**config.mk**
```make
export PLATFORM = sky130hd
export DESIGN_NAME = register_file_sb_flat
export DESIGN_NICKNAME = d
export VERILOG_FILES = /design/src/rtl/register_file_sb_if.sv /design/src/rtl/register_file_sb.sv /design/src/flat_wrapper.sv
export SDC_FILE = /design/constraint.sdc
export NUM_CORES = 1
export LEC_CHECK = 0
export CAP_MARGIN = 20
export CORE_UTILIZATION = 58
export DETAILED_ROUTE_END_ITERATION = 7
export HOLD_SLACK_MARGIN = 0.12
export PLACE_DENSITY_LB_ADDON = 0.2
export SKIP_CTS_REPAIR_TIMING = 1
export SLEW_MARGIN = 10
export SYNTH_ARGS = -nofsm -noshare
export SYNTH_HDL_FRONTEND = slang
export SYNTH_SLANG_ARGS = --single-unit
```
**constraint.sdc**
```tcl
create_clock -name clk -period 3.27 [get_ports clk]
set_input_delay 0.327 -clock clk [delete_from_list [all_inputs] [get_ports clk]]
set_output_delay 0.327 -clock clk [all_outputs]
set_load 0.1 [all_outputs]
```
**src/rtl/register_file_sb_if.sv**
```systemverilog
// Bus bundle for register_file_sb: read ports, write/writeback port, issue port
// and scoreboard status. Master is the pipeline side; slave is the register file.
interface register_file_sb_if #(
    parameter int DATA_W = 8,
    parameter int ADDR_W = 3
);
    logic [ADDR_W-1:0] rs;
    logic [ADDR_W-1:0] rt;
    logic [DATA_W-1:0] crs;
    logic [DATA_W-1:0] crt;
    logic [ADDR_W-1:0] rw;
    logic [DATA_W-1:0] dw;
    logic              rwe;
    logic              iss_en;
    logic [ADDR_W-1:0] iss_rd;
    logic              rs_busy;
    logic              rt_busy;
    logic [ADDR_W:0]   busy_cnt;
    logic              sb_full;

    modport master (
        output rs, rt, rw, dw, rwe, iss_en, iss_rd,
        input  crs, crt, rs_busy, rt_busy, busy_cnt, sb_full
    );

    modport slave (
        input  rs, rt, rw, dw, rwe, iss_en, iss_rd,
        output crs, crt, rs_busy, rt_busy, busy_cnt, sb_full
    );
endinterface

```
**src/rtl/register_file_sb.sv**
```systemverilog
// Parametrised 2-read/1-write register file with optional zero register, write
// bypass and registered reads, plus a per-register busy scoreboard and counter.
module register_file_sb #(
    parameter int DATA_W   = 8,
    parameter int ADDR_W   = 3,
    parameter int ZERO_REG = 1,
    parameter int BYPASS   = 1,
    parameter int REG_READ = 0
) (
    input  logic               clk,
    input  logic               rst,
    register_file_sb_if.slave  bus
);
    localparam int                DEPTH    = 1 << ADDR_W;
    localparam int                CNT_W    = ADDR_W + 1;
    localparam logic [CNT_W-1:0]  FULL_CNT = CNT_W'(DEPTH - ZERO_REG);
    localparam bit                ZR       = (ZERO_REG != 0);
    localparam bit                BP       = (BYPASS != 0);

    logic [DATA_W-1:0] mem_q [DEPTH];
    logic [DATA_W-1:0] mem_d [DEPTH];
    logic [DEPTH-1:0]  busy_q, busy_d;
    logic [CNT_W-1:0]  busy_cnt_q, busy_cnt_d;
    logic              wr_ok, iss_ok, cnt_inc, cnt_dec;
    logic [DATA_W-1:0] crs_d, crt_d;

    // Writes and issues that target the hardwired zero register are dropped.
    always_comb begin
        wr_ok  = bus.rwe && !(ZR && bus.rw == '0);
        iss_ok = bus.iss_en && !(ZR && bus.iss_rd == '0);
    end

    // NOTE: every combinational output gets a default before any branch, so no latch is inferred.
    always_comb begin
        mem_d = mem_q;
        if (wr_ok) mem_d[bus.rw] = bus.dw;
    end

    // Issue is applied after writeback so a new producer supersedes the old one.
    always_comb begin
        busy_d = busy_q;
        if (bus.rwe) busy_d[bus.rw] = 1'b0;
        if (iss_ok)  busy_d[bus.iss_rd] = 1'b1;

        cnt_inc = iss_ok && !busy_q[bus.iss_rd];
        cnt_dec = bus.rwe && busy_q[bus.rw] && !(iss_ok && bus.iss_rd == bus.rw);

        busy_cnt_d = busy_cnt_q;
        if (cnt_inc && !cnt_dec)      busy_cnt_d = busy_cnt_q + CNT_W'(1);
        else if (cnt_dec && !cnt_inc) busy_cnt_d = busy_cnt_q - CNT_W'(1);
    end

    always_comb begin
        crs_d = mem_q[bus.rs];
        if (BP && wr_ok && bus.rw == bus.rs) crs_d = bus.dw;
        if (ZR && bus.rs == '0)              crs_d = '0;

        crt_d = mem_q[bus.rt];
        if (BP && wr_ok && bus.rw == bus.rt) crt_d = bus.dw;
        if (ZR && bus.rt == '0)              crt_d = '0;
    end

    // NOTE: the register array is reset because every register must read 0 out of reset.
    // NOTE: sequential state uses non-blocking assignments so all flops update from pre-edge values.
    always_ff @(posedge clk or posedge rst) begin
        if (rst) begin
            for (int i = 0; i < DEPTH; i++) mem_q[i] <= '0;
            busy_q     <= '0;
            busy_cnt_q <= '0;
        end else begin
            mem_q      <= mem_d;
            busy_q     <= busy_d;
            busy_cnt_q <= busy_cnt_d;
        end
    end

    // A same-cycle writeback hands the reader its data, so it no longer has to stall.
    assign bus.rs_busy  = busy_q[bus.rs] && !(BP && bus.rwe && bus.rw == bus.rs)
                          && !(ZR && bus.rs == '0);
    assign bus.rt_busy  = busy_q[bus.rt] && !(BP && bus.rwe && bus.rw == bus.rt)
                          && !(ZR && bus.rt == '0);
    assign bus.busy_cnt = busy_cnt_q;
    assign bus.sb_full  = (busy_cnt_q == FULL_CNT);

    generate
        if (REG_READ != 0) begin : g_reg_read
            logic [DATA_W-1:0] crs_q, crt_q;

            always_ff @(posedge clk or posedge rst) begin
                if (rst) begin
                    crs_q <= '0;
                    crt_q <= '0;
                end else begin
                    crs_q <= crs_d;
                    crt_q <= crt_d;
                end
            end

            assign bus.crs = crs_q;
            assign bus.crt = crt_q;
        end else begin : g_comb_read
            assign bus.crs = crs_d;
            assign bus.crt = crt_d;
        end
    endgenerate
endmodule

```
**src/flat_wrapper.sv**
```systemverilog
// flat-port wrapper written by rule: the top's interface ports become plain ports
module register_file_sb_flat 
#(
    parameter int DATA_W   = 8,
    parameter int ADDR_W   = 3,
    parameter int ZERO_REG = 1,
    parameter int BYPASS   = 1,
    parameter int REG_READ = 0
)
  (clk, rst, bus_rs, bus_rt, bus_rw, bus_dw, bus_rwe, bus_iss_en, bus_iss_rd, bus_crs, bus_crt, bus_rs_busy, bus_rt_busy, bus_busy_cnt, bus_sb_full);
  register_file_sb_if #(.DATA_W(DATA_W), .ADDR_W(ADDR_W)) bus_i ();
  input  logic clk;
  input  logic rst;
  input wire logic [$bits(bus_i.rs)-1:0] bus_rs;
  input wire logic [$bits(bus_i.rt)-1:0] bus_rt;
  input wire logic [$bits(bus_i.rw)-1:0] bus_rw;
  input wire logic [$bits(bus_i.dw)-1:0] bus_dw;
  input wire logic [$bits(bus_i.rwe)-1:0] bus_rwe;
  input wire logic [$bits(bus_i.iss_en)-1:0] bus_iss_en;
  input wire logic [$bits(bus_i.iss_rd)-1:0] bus_iss_rd;
  output wire logic [$bits(bus_i.crs)-1:0] bus_crs;
  output wire logic [$bits(bus_i.crt)-1:0] bus_crt;
  output wire logic [$bits(bus_i.rs_busy)-1:0] bus_rs_busy;
  output wire logic [$bits(bus_i.rt_busy)-1:0] bus_rt_busy;
  output wire logic [$bits(bus_i.busy_cnt)-1:0] bus_busy_cnt;
  output wire logic [$bits(bus_i.sb_full)-1:0] bus_sb_full;
  assign bus_i.rs = bus_rs;
  assign bus_i.rt = bus_rt;
  assign bus_i.rw = bus_rw;
  assign bus_i.dw = bus_dw;
  assign bus_i.rwe = bus_rwe;
  assign bus_i.iss_en = bus_iss_en;
  assign bus_i.iss_rd = bus_iss_rd;
  assign bus_crs = bus_i.crs;
  assign bus_crt = bus_i.crt;
  assign bus_rs_busy = bus_i.rs_busy;
  assign bus_rt_busy = bus_i.rt_busy;
  assign bus_busy_cnt = bus_i.busy_cnt;
  assign bus_sb_full = bus_i.sb_full;
  register_file_sb #(.DATA_W(DATA_W), .ADDR_W(ADDR_W), .ZERO_REG(ZERO_REG), .BYPASS(BYPASS), .REG_READ(REG_READ)) u_core (.clk(clk), .rst(rst), .bus(bus_i));
endmodule
```
# ---- Word-level counts from Yosys, hierarchy flattened
# Index checks and enable logic that the tools add are counted.
dict set report totals {
  ff_bits 76
  input_bits 24
  output_inout_bits 23
  word_cells 95
}
dict set report classes {
  add_sub_neg 2
  n_lt_le_gt_ge 10
  n_eq_ne 4
  muxes 29
  bitwise 6
  reduce_logical 34
}
# cell n
set ops {}
lappend ops {{2-to-1 mux 8 bit} 11}
lappend ops {{bitwise mux 64 bit} 1}
lappend ops {{binary-select mux 8 bit (select 3 bit)} 2}
lappend ops {{demux 8 bit (select 3 bit)} 1}
lappend ops {{logical AND 1 bit} 19}
lappend ops {{< comparator 3 x 4 -> 1 bit (second input constant)} 4}
lappend ops {{binary-select mux 1 bit (select 3 bit)} 4}
lappend ops {{greater-or-equal comparator 4 bit (second input constant)} 3}
lappend ops {{zero test 3 bit} 4}
lappend ops {{NOT 3 -> 4 bit} 3}
lappend ops {{zero test 1 bit} 10}
lappend ops {{equality test 3 bit} 3}
lappend ops {{bitwise AND 8 bit} 1}
lappend ops {{2-to-1 mux 4 bit} 2}
lappend ops {{NOT 8 bit} 1}
lappend ops {{bitwise OR 8 bit} 1}
lappend ops {{demux 1 bit (select 3 bit)} 2}
lappend ops {{greater-or-equal comparator 3 x 1 -> 1 bit (second input constant)} 2}
lappend ops {{2-to-1 mux 1 bit} 6}
lappend ops {{adder 4 x 1 -> 4 bit (second input constant)} 1}
lappend ops {{equality test 4 x 3 -> 1 bit (second input constant)} 1}
lappend ops {{< comparator 4 x 1 -> 1 bit (second input constant)} 1}
lappend ops {{subtractor 4 x 1 -> 4 bit (second input constant)} 1}
lappend ops {{nonzero test 2 bit} 1}

# ---- Longest topological paths before layout
# Gate-level depths: netlist of run 1.
dict set report depth {
  word_depth 9
  mapped_depth 13
  mapped_depth_nobuf 11
}

# ---- Worst setup path before layout of run 1
# No wires, ideal clock.
dict set report synth_path {
  path_kind {input port to output port}
  startpoint {input port bus_rw[2]}
  endpoint {output port bus_crs[0]}
  t_arrival_ps 3209
  required_ps 2943
  slack_ps -266
  cell_stages 5
  n_path_buf 1
  cell_sequence {buf_2 or2_1 o21ai_4 a221oi_2 nor3_1}
}
dict set report synth_via {
  elab_chain_cells 6
  word_cells_on_any_way 7
  classes_between {1 x eq/ne; 2 x mux; 4 x reduce/logical}
}
# item line
set synth_lines {}
lappend synth_lines {{from (decl)} flat_wrapper.sv:16} ;# input wire logic [$bits(bus_i.rw)-1:0] bus_rw;
lappend synth_lines {{zero test 3 bit} register_file_sb.sv:29} ;# wr_ok = bus.rwe && !(ZR && bus.rw == '0);
lappend synth_lines {{zero test 1 bit} register_file_sb.sv:29}
lappend synth_lines {{logical AND 1 bit} register_file_sb.sv:29}
lappend synth_lines {{logical AND 1 bit *} register_file_sb.sv:55} ;# if (BP && wr_ok && bus.rw == bus.rs) crs_d = bus.dw;
lappend synth_lines {{2-to-1 mux 8 bit *} register_file_sb.sv:55}
lappend synth_lines {{2-to-1 mux 8 bit *} register_file_sb.sv:56} ;# if (ZR && bus.rs == '0) crs_d = '0;
lappend synth_lines {{to (decl)} flat_wrapper.sv:21} ;# output wire logic [$bits(bus_i.crs)-1:0] bus_crs;
# Every way passes the cells marked *; elsewhere a longest branch is shown, timed or not.

# ---- Final worst setup path of run 1
dict set report layout_path {
  startpoint {input port bus_iss_rd[0]}
  endpoint {register u_core.busy_cnt_q[3] (netlist: u_core.bus.busy_cnt[3])}
}
dict set report layout_via {
  elab_chain_cells 9
  word_cells_on_any_way 17
  classes_between {1 x eq/ne; 3 x mux; 13 x reduce/logical}
}
# item line
set layout_lines {}
lappend layout_lines {{from (decl)} flat_wrapper.sv:20} ;# input wire logic [$bits(bus_i.iss_rd)-1:0] bus_iss_rd;
lappend layout_lines {{branches (longest 9 deep; another with binary-select mux 1 bit (select 3 bit))} --}
lappend layout_lines {{to (signal assigned)} register_file_sb.sv:73} ;# busy_cnt_q <= busy_cnt_d;
lappend layout_lines {{to (decl)} register_file_sb.sv:23} ;# logic [CNT_W-1:0] busy_cnt_q, busy_cnt_d;
# Several ways; the timed one is not identified. The select of a mux whose other input is x is not followed.
# A chain may end at the register's enable or synchronous reset.

==> flow_summary.yaml, run 1 <==
clock_tree:
  cts_buffers: 9
  tritoncts: "built"
  cts.htree.levels: 3
  clockBufferDepth: 2
  worst_skew_pair.late_latency_ps: 350
  cts_root_buffer: "clkbuf_8"
  path_clk_slew_ps: 80
  clock_sinks: 76
routing:
  dr.pass1.iters: 4
  drt_iter0_drc: 349
  num_vias: 3351
  wl_per_cell_um: 22.66
  ant_nets: 0
  vias_per_cell: 6.507
  routed_wl_mm: 11.67
  drc_errors: 0
pwr:
  p_leak_uw: 0.002424
  vdd_ir_drop_max_uv: 535.5
  power_density_nw_per_um2: 655.4
synth:
  synth-async-reset-ratio_pct: 100.0
  synth-seq-cells: 76
  syn-cell-area_um2: 4868
  synth_edf_count: 0
  ys.warnings.count: 0
  syn_inst: 365
  ys_seq_area_share_pct: 39.06
  synth.distinct_cells: 61
  avgSynthCellArea_um2: 13.34
  syn_nets: 393
  yosys_most_used_dff: "dfrtp_1"
setup_path:
  worstPathArrival_ps: 3330
  cp-end-kind: "flop"
  crit_path_start_kind: "primary input"
  worstPathRequired_ps: 3510
  crit_type: "in -> reg"
  critPathMaxFanout: 8
  r2r.worst_path.cells: 10
  rrSetupSlack_ps: 350
sta:
  finalSetupViolCount: 0
  worst_pin_slew_ps: 979.3
  min_period_ps: 3096
  hold_viol_final: 0
  fmax_mhz: 323.0
  slew_violations: 0
  maxSlewHeadroom_pct: 34.51
  period_share_pct: 94.67
  fin_worst_skew_ps: 6.974
  rsz0062_at_grt: "no"
layout:
  drive_above_1_share_pct: 30.73
  instances_no_fill: 515
  area_growth_pct: 18.58
  fill_cells: 573
  diodes: 0
  layout_commonest_cell: "dfrtp_1"
  fin_nets: 433
  design_area_um2: 5773
  most-common-layout-cells: "76 x dfrtp_1, 48 x mux2_1, 30 x mux4_2"
worst_hold_path:
  hold_class: "in -> async"
global_route:
  antenna_found_initial: 0
  grt_overflow_total: 0
  grt_pass1_vias: 3479
  grt_max_degree: 34
  grt_pass1_wl_mm: 18.83
  grt_use_total_pct: 29.57
placed_design:
  dp_hpwl_mm: 7.811
  portBuffers: 46
  place_congestion: 0.8032
  dp_cells: 499
  dpl-instance-area_um2: 5579
floorplanning:
  die_y_um: 93.62
  row_count: 33
  die-width_um: 93.62
  coreArea_um2: 8175
  start_util_pct: 59.55
  dieArea_um2: 8764
  io_pins: 47
flow_run:
  drv_cap: 0
run_status:
  status: "finished clean"
flip-flops by register name, indices dropped and copies added (netlist names):
register             count
u_core.busy_q            8
u_core.bus.busy_cnt      4
u_core.mem_q            64
metal layers:
layer  routed length [µm]  part of all wire [%]  GRT usage [%]
met5                    0                     0              0
met4                  210                   1.8          12.82
met3                  718                   6.2          3.577
met2                 5572                    48          46.14
met1                 5167                    44          42.02
metrics by stage:
step                total power [µW]  TNS, ps  util [%]  setup WS [ps]  hold WS, ps
floorplan                       2528        0         -          399.9        438.5
global placement                3022        0     68.24          30.97        376.3
detailed placement              3068   -174.4     68.24         -174.4        384.3
CTS                             3785        0     70.60          191.8        402.8
global route                    3938        0     70.62          41.03        411.7
finish                          3784        0     70.62          174.4        385.3
path summary, 6_finish.rpt:
check | start | endpoint
max in group asynchronous | rst | u_core.mem_q[14]
min in group clk | u_core.mem_q[63] | u_core.mem_q[63]
min reg2reg | u_core.mem_q[63] | u_core.mem_q[63]
max | bus_iss_rd[0] | u_core.bus.busy_cnt[3]
max reg2reg | u_core.busy_q[2] | u_core.bus.busy_cnt[3]
min | rst | u_core.mem_q[39]
final cells by class:
cell class                 instances  area, µm²  share of cell area, %
sequential                        76       1902                  32.94
inverter                           6      22.52                 0.3901
clock buffer                      10      127.6                  2.211
timing repair buffer              71      838.3                  14.52
clock inverter                     6      65.06                  1.127
tap                              105      131.4                  2.276
multi-input combinational        241       2686                  46.53
where the power goes:
group          switching (µW)  total, µW  internal [µW]
logic                    1030       1760            735
registers                 167       1300           1140
clock network             364        717            353
synth_stat cells, types with 7 or more instances:
cell / instances / area share [%]
mux2i_1: 14 / 2.9
a221oi_2: 8 / 2.5
mux2_2: 9 / 2.1
nor3_1: 18 / 1.9
buf_2: 7 / 0.72
dfrtp_1: 76 / 39
nand2_1: 14 / 1.1
buf_6: 7 / 1.6
nor2b_1: 9 / 1.2
mux4_2: 30 / 14
clkbuf_1: 11 / 0.85
o211a_1: 8 / 1.6
o21ai_1: 11 / 1.1
xnor2_1: 9 / 1.6
mux2_1: 48 / 11
kinds of logic after synthesis:
| logic type | after synthesis | share of synthesized area [%] |
|---|---|---|
| mux | 107 | 33.18 |
| flops | 76 | 39.06 |
| xor+xnor | 9 | 1.619 |
| simple gates | 66 | 8.867 |
| buf+inv | 48 | 6.605 |
| fa+ha+maj | 4 | 1.182 |
| compound gates | 55 | 9.484 |
worst max-delay path, stage by stage:
cell and delay (ps):
clkdlybuf4s50_1 640, mux2i_1 120, mux4_2 480, o311a_1 150, ha_1 220, inv_1 80
ha_1 230, a21o_1 190, a2111oi_1 490, a31oi_1 80, a221o_1 330
No activity file was read; power rests on OpenSTA's default activity.
==> inputs of run 2 (changes only) <==
- CORE_UTILIZATION: 58 -> 39
- PLACE_DENSITY_LB_ADDON: 0.2 -> 0.15
==> run 2 against run 1 <==
Compared with the run above:
- sequential cell count stayed put
- clock skew increased by 1.8 ps
- routed wire length rose by 4.9%
- count of clock-buffer cells in the layout stayed put
- clock power increased by 52%
- global-route usage shrank 8.7 points
- critical path depth unchanged
- fmax grew 3.7%
- combinational power barely moved
- die area increased by 48%
- hold slack gained 7.3 ps
- non-clock buffer count shrank 3
- critical path type unchanged
==> flow_summary.yaml, run 2 (same netlist as run 1, synthesis figures left out) <==
pwr:
  power_density_nw_per_um2: 689.3
  power.net_switching_uw: 1583
  p_leak_uw: 0.002485
  combinationalPowerShare_pct: 42.1
  clockPowerShare_pct: 26.5
  sequentialPowerShare_pct: 31.4
  vdd_ir_drop_max_uv: 283.8
  intPower_uw: 2547
  swShare_pct: 38.34
layout:
  final_core_util_pct: 49.47
  register_area_um2: 1902
  regMostFlops: "u_core.mem_q"
  layout_commonest_cell: "dfrtp_1"
  area_growth_pct: 23.08
  drive_above_1_share_pct: 30.71
  most-common-layout-cells: "76 x dfrtp_1, 48 x mux2_1, 30 x mux4_2"
  diodes: 0
  instances_no_fill: 575
  fill_cells: 1077
  fin_nets: 430
  multi_input_area_um2: 2690
  largest_register_ffs: 64
placed_design:
  dp_cells: 559
  dp_hpwl_mm: 8.089
  place_congestion: 0.7788
  portBuffers: 46
global_route:
  grt_use_total_pct: 20.85
  antenna_found_initial: 0
  grt_pass1_wl_mm: 19.73
  grt_pass1_vias: 3433
  grt_overflow_total: 0
  grt_max_degree: 42
setup_path:
  crit_type: "in -> reg"
  worstPathRequired_ps: 3500
  worstPathArrival_ps: 3220
  crit_path_start_kind: "primary input"
  critPathMaxFanout: 8
  cp-end-kind: "flop"
sta:
  fin_worst_skew_ps: 8.740
  hold_viol_final: 0
  rsz0062_at_grt: "no"
  slew_violations: 0
  finalSetupViolCount: 0
  min_period_ps: 2985
  maxSlewHeadroom_pct: 32.14
  worst_pin_slew_ps: 1012
  fmax_mhz: 335.1
  period_share_pct: 91.27
clock_tree:
  clock_sinks: 76
  worst_skew_pair.late_latency_ps: 350
  cts_root_buffer: "clkbuf_16"
  tritoncts: "built"
  cts_buffers: 9
  cts.htree.levels: 3
  path_clk_slew_ps: 70
  clockBufferDepth: 2
routing:
  ant_nets: 0
  drt_iter0_drc: 248
  drc_errors: 0
  vias_per_cell: 5.623
  routed_wl_mm: 12.24
  dr.pass1.iters: 4
  num_vias: 3233
  wl_per_cell_um: 21.29
worst_hold_path:
  hold_class: "reg -> reg"
run_status:
  status: "finished clean"
floorplanning:
  die_y_um: 113.7
  start_util_pct: 40.20
  row_count: 40
  io_pins: 47
  dieArea_um2: 12930
  coreArea_um2: 12110
  die-width_um: 113.7
flow_run:
  drv_cap: 0
## run 2: metal layers
layer | wire length [µm] | track usage, % | part of all wire, % | vias up
li1 | - | - | - | 1469
met1 | 5670 | 28.22 | 46 | 1675
met2 | 5870 | 33.25 | 48 | 67
met3 | 374 | 2.922 | 3.1 | 22
met4 | 326 | 9.825 | 2.7 | 0
met5 | 0 | 0 | 0 | -
## run 2: layout make-up
cell class / instances / area share [%]
clock buffers: 10 / 3.988
well taps: 168 / 3.508
multi-input cells: 241 / 44.89
inverters: 6 / 0.3759
clock inverters: 6 / 1.462
repair buffers: 68 / 14.03
flip-flops and latches: 76 / 31.74
## run 2: path summary, 6_finish.rpt
kind / from / to / slack, ps / cells past startpoint
worst max-delay path: bus_iss_rd[0] / u_core.bus.busy_cnt[3] / 290 / 11
worst min-delay path: u_core.mem_q[57] / u_core.mem_q[57] / 390 / 0
worst max register to register: u_core.busy_q[2] / u_core.bus.busy_cnt[3] / 460 / 10
worst min register to register: u_core.mem_q[57] / u_core.mem_q[57] / 390 / 0
max in group asynchronous: rst / u_core.mem_q[21] / 2110 / 3
min in group asynchronous: rst / u_core.bus.busy_cnt[3] / 450 / 2
## run 2: critical path, stage by stage
cell and delay [ps]:
clkdlybuf4s50_1 630, mux2i_1 120, mux4_2 470, o311a_1 140
ha_1 210, inv_1 70, ha_1 220, a21o_1 200
a2111oi_0 410, a31oi_1 80, a221o_1 330
## run 2: through the flow
stage / hold slack [ps] / cell area [µm²] / setup WS (ps) / setup TNS (ps) / power [µW]
global route: 408.3 / 5992 / 67.18 / 0 / 4314
global placement: 376.8 / 5665 / 33.31 / 0 / 3027
finish: 392.7 / 5992 / 285.5 / 0 / 4130
floorplan: 438.5 / 4908 / 399.9 / 0 / 2528
detailed placement: 383.3 / 5665 / -60.25 / -60.25 / 3053
CTS: 395.6 / 5992 / 292.5 / 0 / 4145
## run 2: power groups by stage
stage | Clock, µW | Sequential [µW] | Combinational, µW
final | 1090 | 1300 | 1740
after global routing | 1160 | 1330 | 1830
after CTS | 1100 | 1300 | 1750
after detailed placement | 0 | 1310 | 1740
after global placement | 0 | 1300 | 1720
after floorplan | 0 | 1440 | 1090
==> inputs of run 3 (changes only) <==
- CORE_ASPECT_RATIO: unset -> 1.2
- CTS_BUF_LIST: unset -> sky130_fd_sc_hd__clkbuf_8 sky130_fd_sc_hd__clkbuf_16
==> run 3 against run 2 <==
Compared with the run above:
- combinational power about the same
- sequential share of layout area decreased by 0.14 points
- worst setup slack got worse by 150 ps
- clock power barely moved
- sequential cell count unchanged
- routed wire length up 3.2%
- total power increased by 0.38%
- die area hardly changed
==> flow_summary.yaml, run 3 (same netlist as run 1, synthesis figures left out) <==
pwr:
  swShare_pct: 37.84
  clockPowerShare_pct: 26.3
  power.net_switching_uw: 1569
  intPower_uw: 2577
  sequentialPowerShare_pct: 31.4
  total_power_uw: 4146
  vdd_ir_drop_max_uv: 807.6
  p_leak_uw: 0.002506
  combinationalPowerShare_pct: 42.3
  power_density_nw_per_um2: 688.9
layout:
  area_growth_pct: 23.62
  diodes: 0
  register_area_um2: 1902
  fill_cells: 1068
  regMostFlops: "u_core.mem_q"
  layout_commonest_cell: "dfrtp_1"
  largest_register_ffs: 64
  multi_input_area_um2: 2690
  drive_above_1_share_pct: 31.55
  final_core_util_pct: 49.69
  fin_nets: 436
  most-common-layout-cells: "76 x dfrtp_1, 48 x mux2_1, 30 x mux4_2"
clock_tree:
  path_clk_slew_ps: 60
  clock_sinks: 76
  cts_buffers: 9
  tritoncts: "built"
  cts_root_buffer: "clkbuf_16"
  worst_skew_pair.late_latency_ps: 330
  cts.htree.levels: 3
  clockBufferDepth: 2
routing:
  ant_nets: 0
  num_vias: 3242
  vias_per_cell: 5.658
  routed_wl_mm: 12.63
  wl_per_cell_um: 22.05
  dr.pass1.iters: 4
  drt_iter0_drc: 110
  drc_errors: 0
global_route:
  grt_pass1_wl_mm: 19.91
  grt_overflow_total: 0
  antenna_found_initial: 0
  grt_pass1_vias: 3455
  grt_use_total_pct: 20.61
  grt_max_degree: 77
setup_path:
  crit_path_start_kind: "primary input"
  r2r-start: "u_core.busy_q[6]"
  critical_path.most_common_cell: "ha_1"
  r2r-end: "u_core.bus.busy_cnt[3]"
  cp-startpoint: "bus_rw[1]"
  crit_end: "u_core.bus.busy_cnt[3]"
  r2r.worst_path.cells: 10
  critical_path.top_delay_family: "compound AO/OA/AOI/OAI gates"
  crit_chain: "clkdlybuf4s50_1, mux4_2, o21ai_1, a311o_1, ha_1, inv_1, ha_1, a21o_1, a2111oi_0, a31oi_1, a221o_1"
  worstPathRequired_ps: 3490
  critPathMaxFanout: 4
  cp-end-kind: "flop"
  rrSetupSlack_ps: 320
  slowest_delay_ps: 570
  critical-path-slowest-cell: "clkdlybuf4s50_1"
  worst-path-buf-inv: 2
  crit_type: "in -> reg"
  worstPathArrival_ps: 3350
  crit_cells: 11
placed_design:
  place_congestion: 0.7997
  portBuffers: 46
  post-place-ws_ps: -164.7
  dp_hpwl_mm: 8.261
sta:
  worst_pin_slew_ps: 966.1
  maxSlewHeadroom_pct: 35.39
  finalSetupViolCount: 0
  fmax_mhz: 319.5
  hold_viol_final: 0
  setup_slack_ps: 140.2
  hold_ws_ps: 390.6
  period_share_pct: 95.71
  rsz0062_at_grt: "no"
  min_period_ps: 3130
  fin_worst_skew_ps: 0.4100
  slew_violations: 0
  fin_setup_tns_ps: 0
floorplanning:
  io_pins: 47
  dieArea_um2: 12940
  row_count: 44
  die_y_um: 124.4
  start_util_pct: 40.20
  coreArea_um2: 12110
  die-width_um: 104.0
flow_run:
  drv_cap: 0
worst_hold_path:
  hold_class: "reg -> reg"
  min_from: "u_core.mem_q[61]"
run_status:
  status: "finished clean"
-- run 3: per-layer routing --
metal / vias up / track usage (%) / wire (µm)
li1: 1477 / - / -
met1: 1656 / 24.95 / 5265
met2: 85 / 36.12 / 6620
met3: 24 / 3.663 / 426
met4: 0 / 8.319 / 318
met5: - / 0 / 0
-- run 3: cell type report --
| cell class | count | area share, % |
|---|---|---|
| clock inverters | 4 | 1.206 |
| inverters | 6 | 0.3742 |
| well taps | 161 | 3.347 |
| flip-flops and latches | 76 | 31.60 |
| clock buffers | 11 | 4.200 |
| repair buffers | 74 | 14.57 |
| multi-input cells | 241 | 44.70 |
-- run 3: worst min path at each step --
stage	slack, ps	depth (start not counted)	end
after floorplan	440	1	u_core.mem_q[58]
after global placement	380	0	u_core.mem_q[61]
after detailed placement	380	0	u_core.mem_q[60]
after CTS	400	0	u_core.mem_q[63]
after global routing	410	0	u_core.mem_q[61]
final	390	0	u_core.mem_q[61]
-- run 3: worst reg2reg max path, stage by stage, from the launching register on --
cell	delay [ps]
dfrtp_1	420
mux4_2	480
o21ai_1	130
a311o_1	140
ha_1	180
inv_1	60
ha_1	270
a21o_1	200
a2111oi_0	500
a31oi_1	90
a221o_1	340
-- run 3: power groups by stage --
stage          clock [µW]  combinational [µW]  sequential (µW)
2_1_floorplan           0                1090             1440
3_3_place_gp            0                1740             1310
3_5_place_dp            0                1760             1320
4_1_cts              1110                1770             1300
5_1_grt              1150                1840             1340
6_report             1090                1750             1300
-- run 3: metrics by stage --
stage | instance area (µm²) | cells
after CTS | 6007 | 572
final | 6018 | 573
after global routing | 6018 | 573
after global placement | 5682 | 557
after detailed placement | 5682 | 557
after floorplan | 4908 | 365
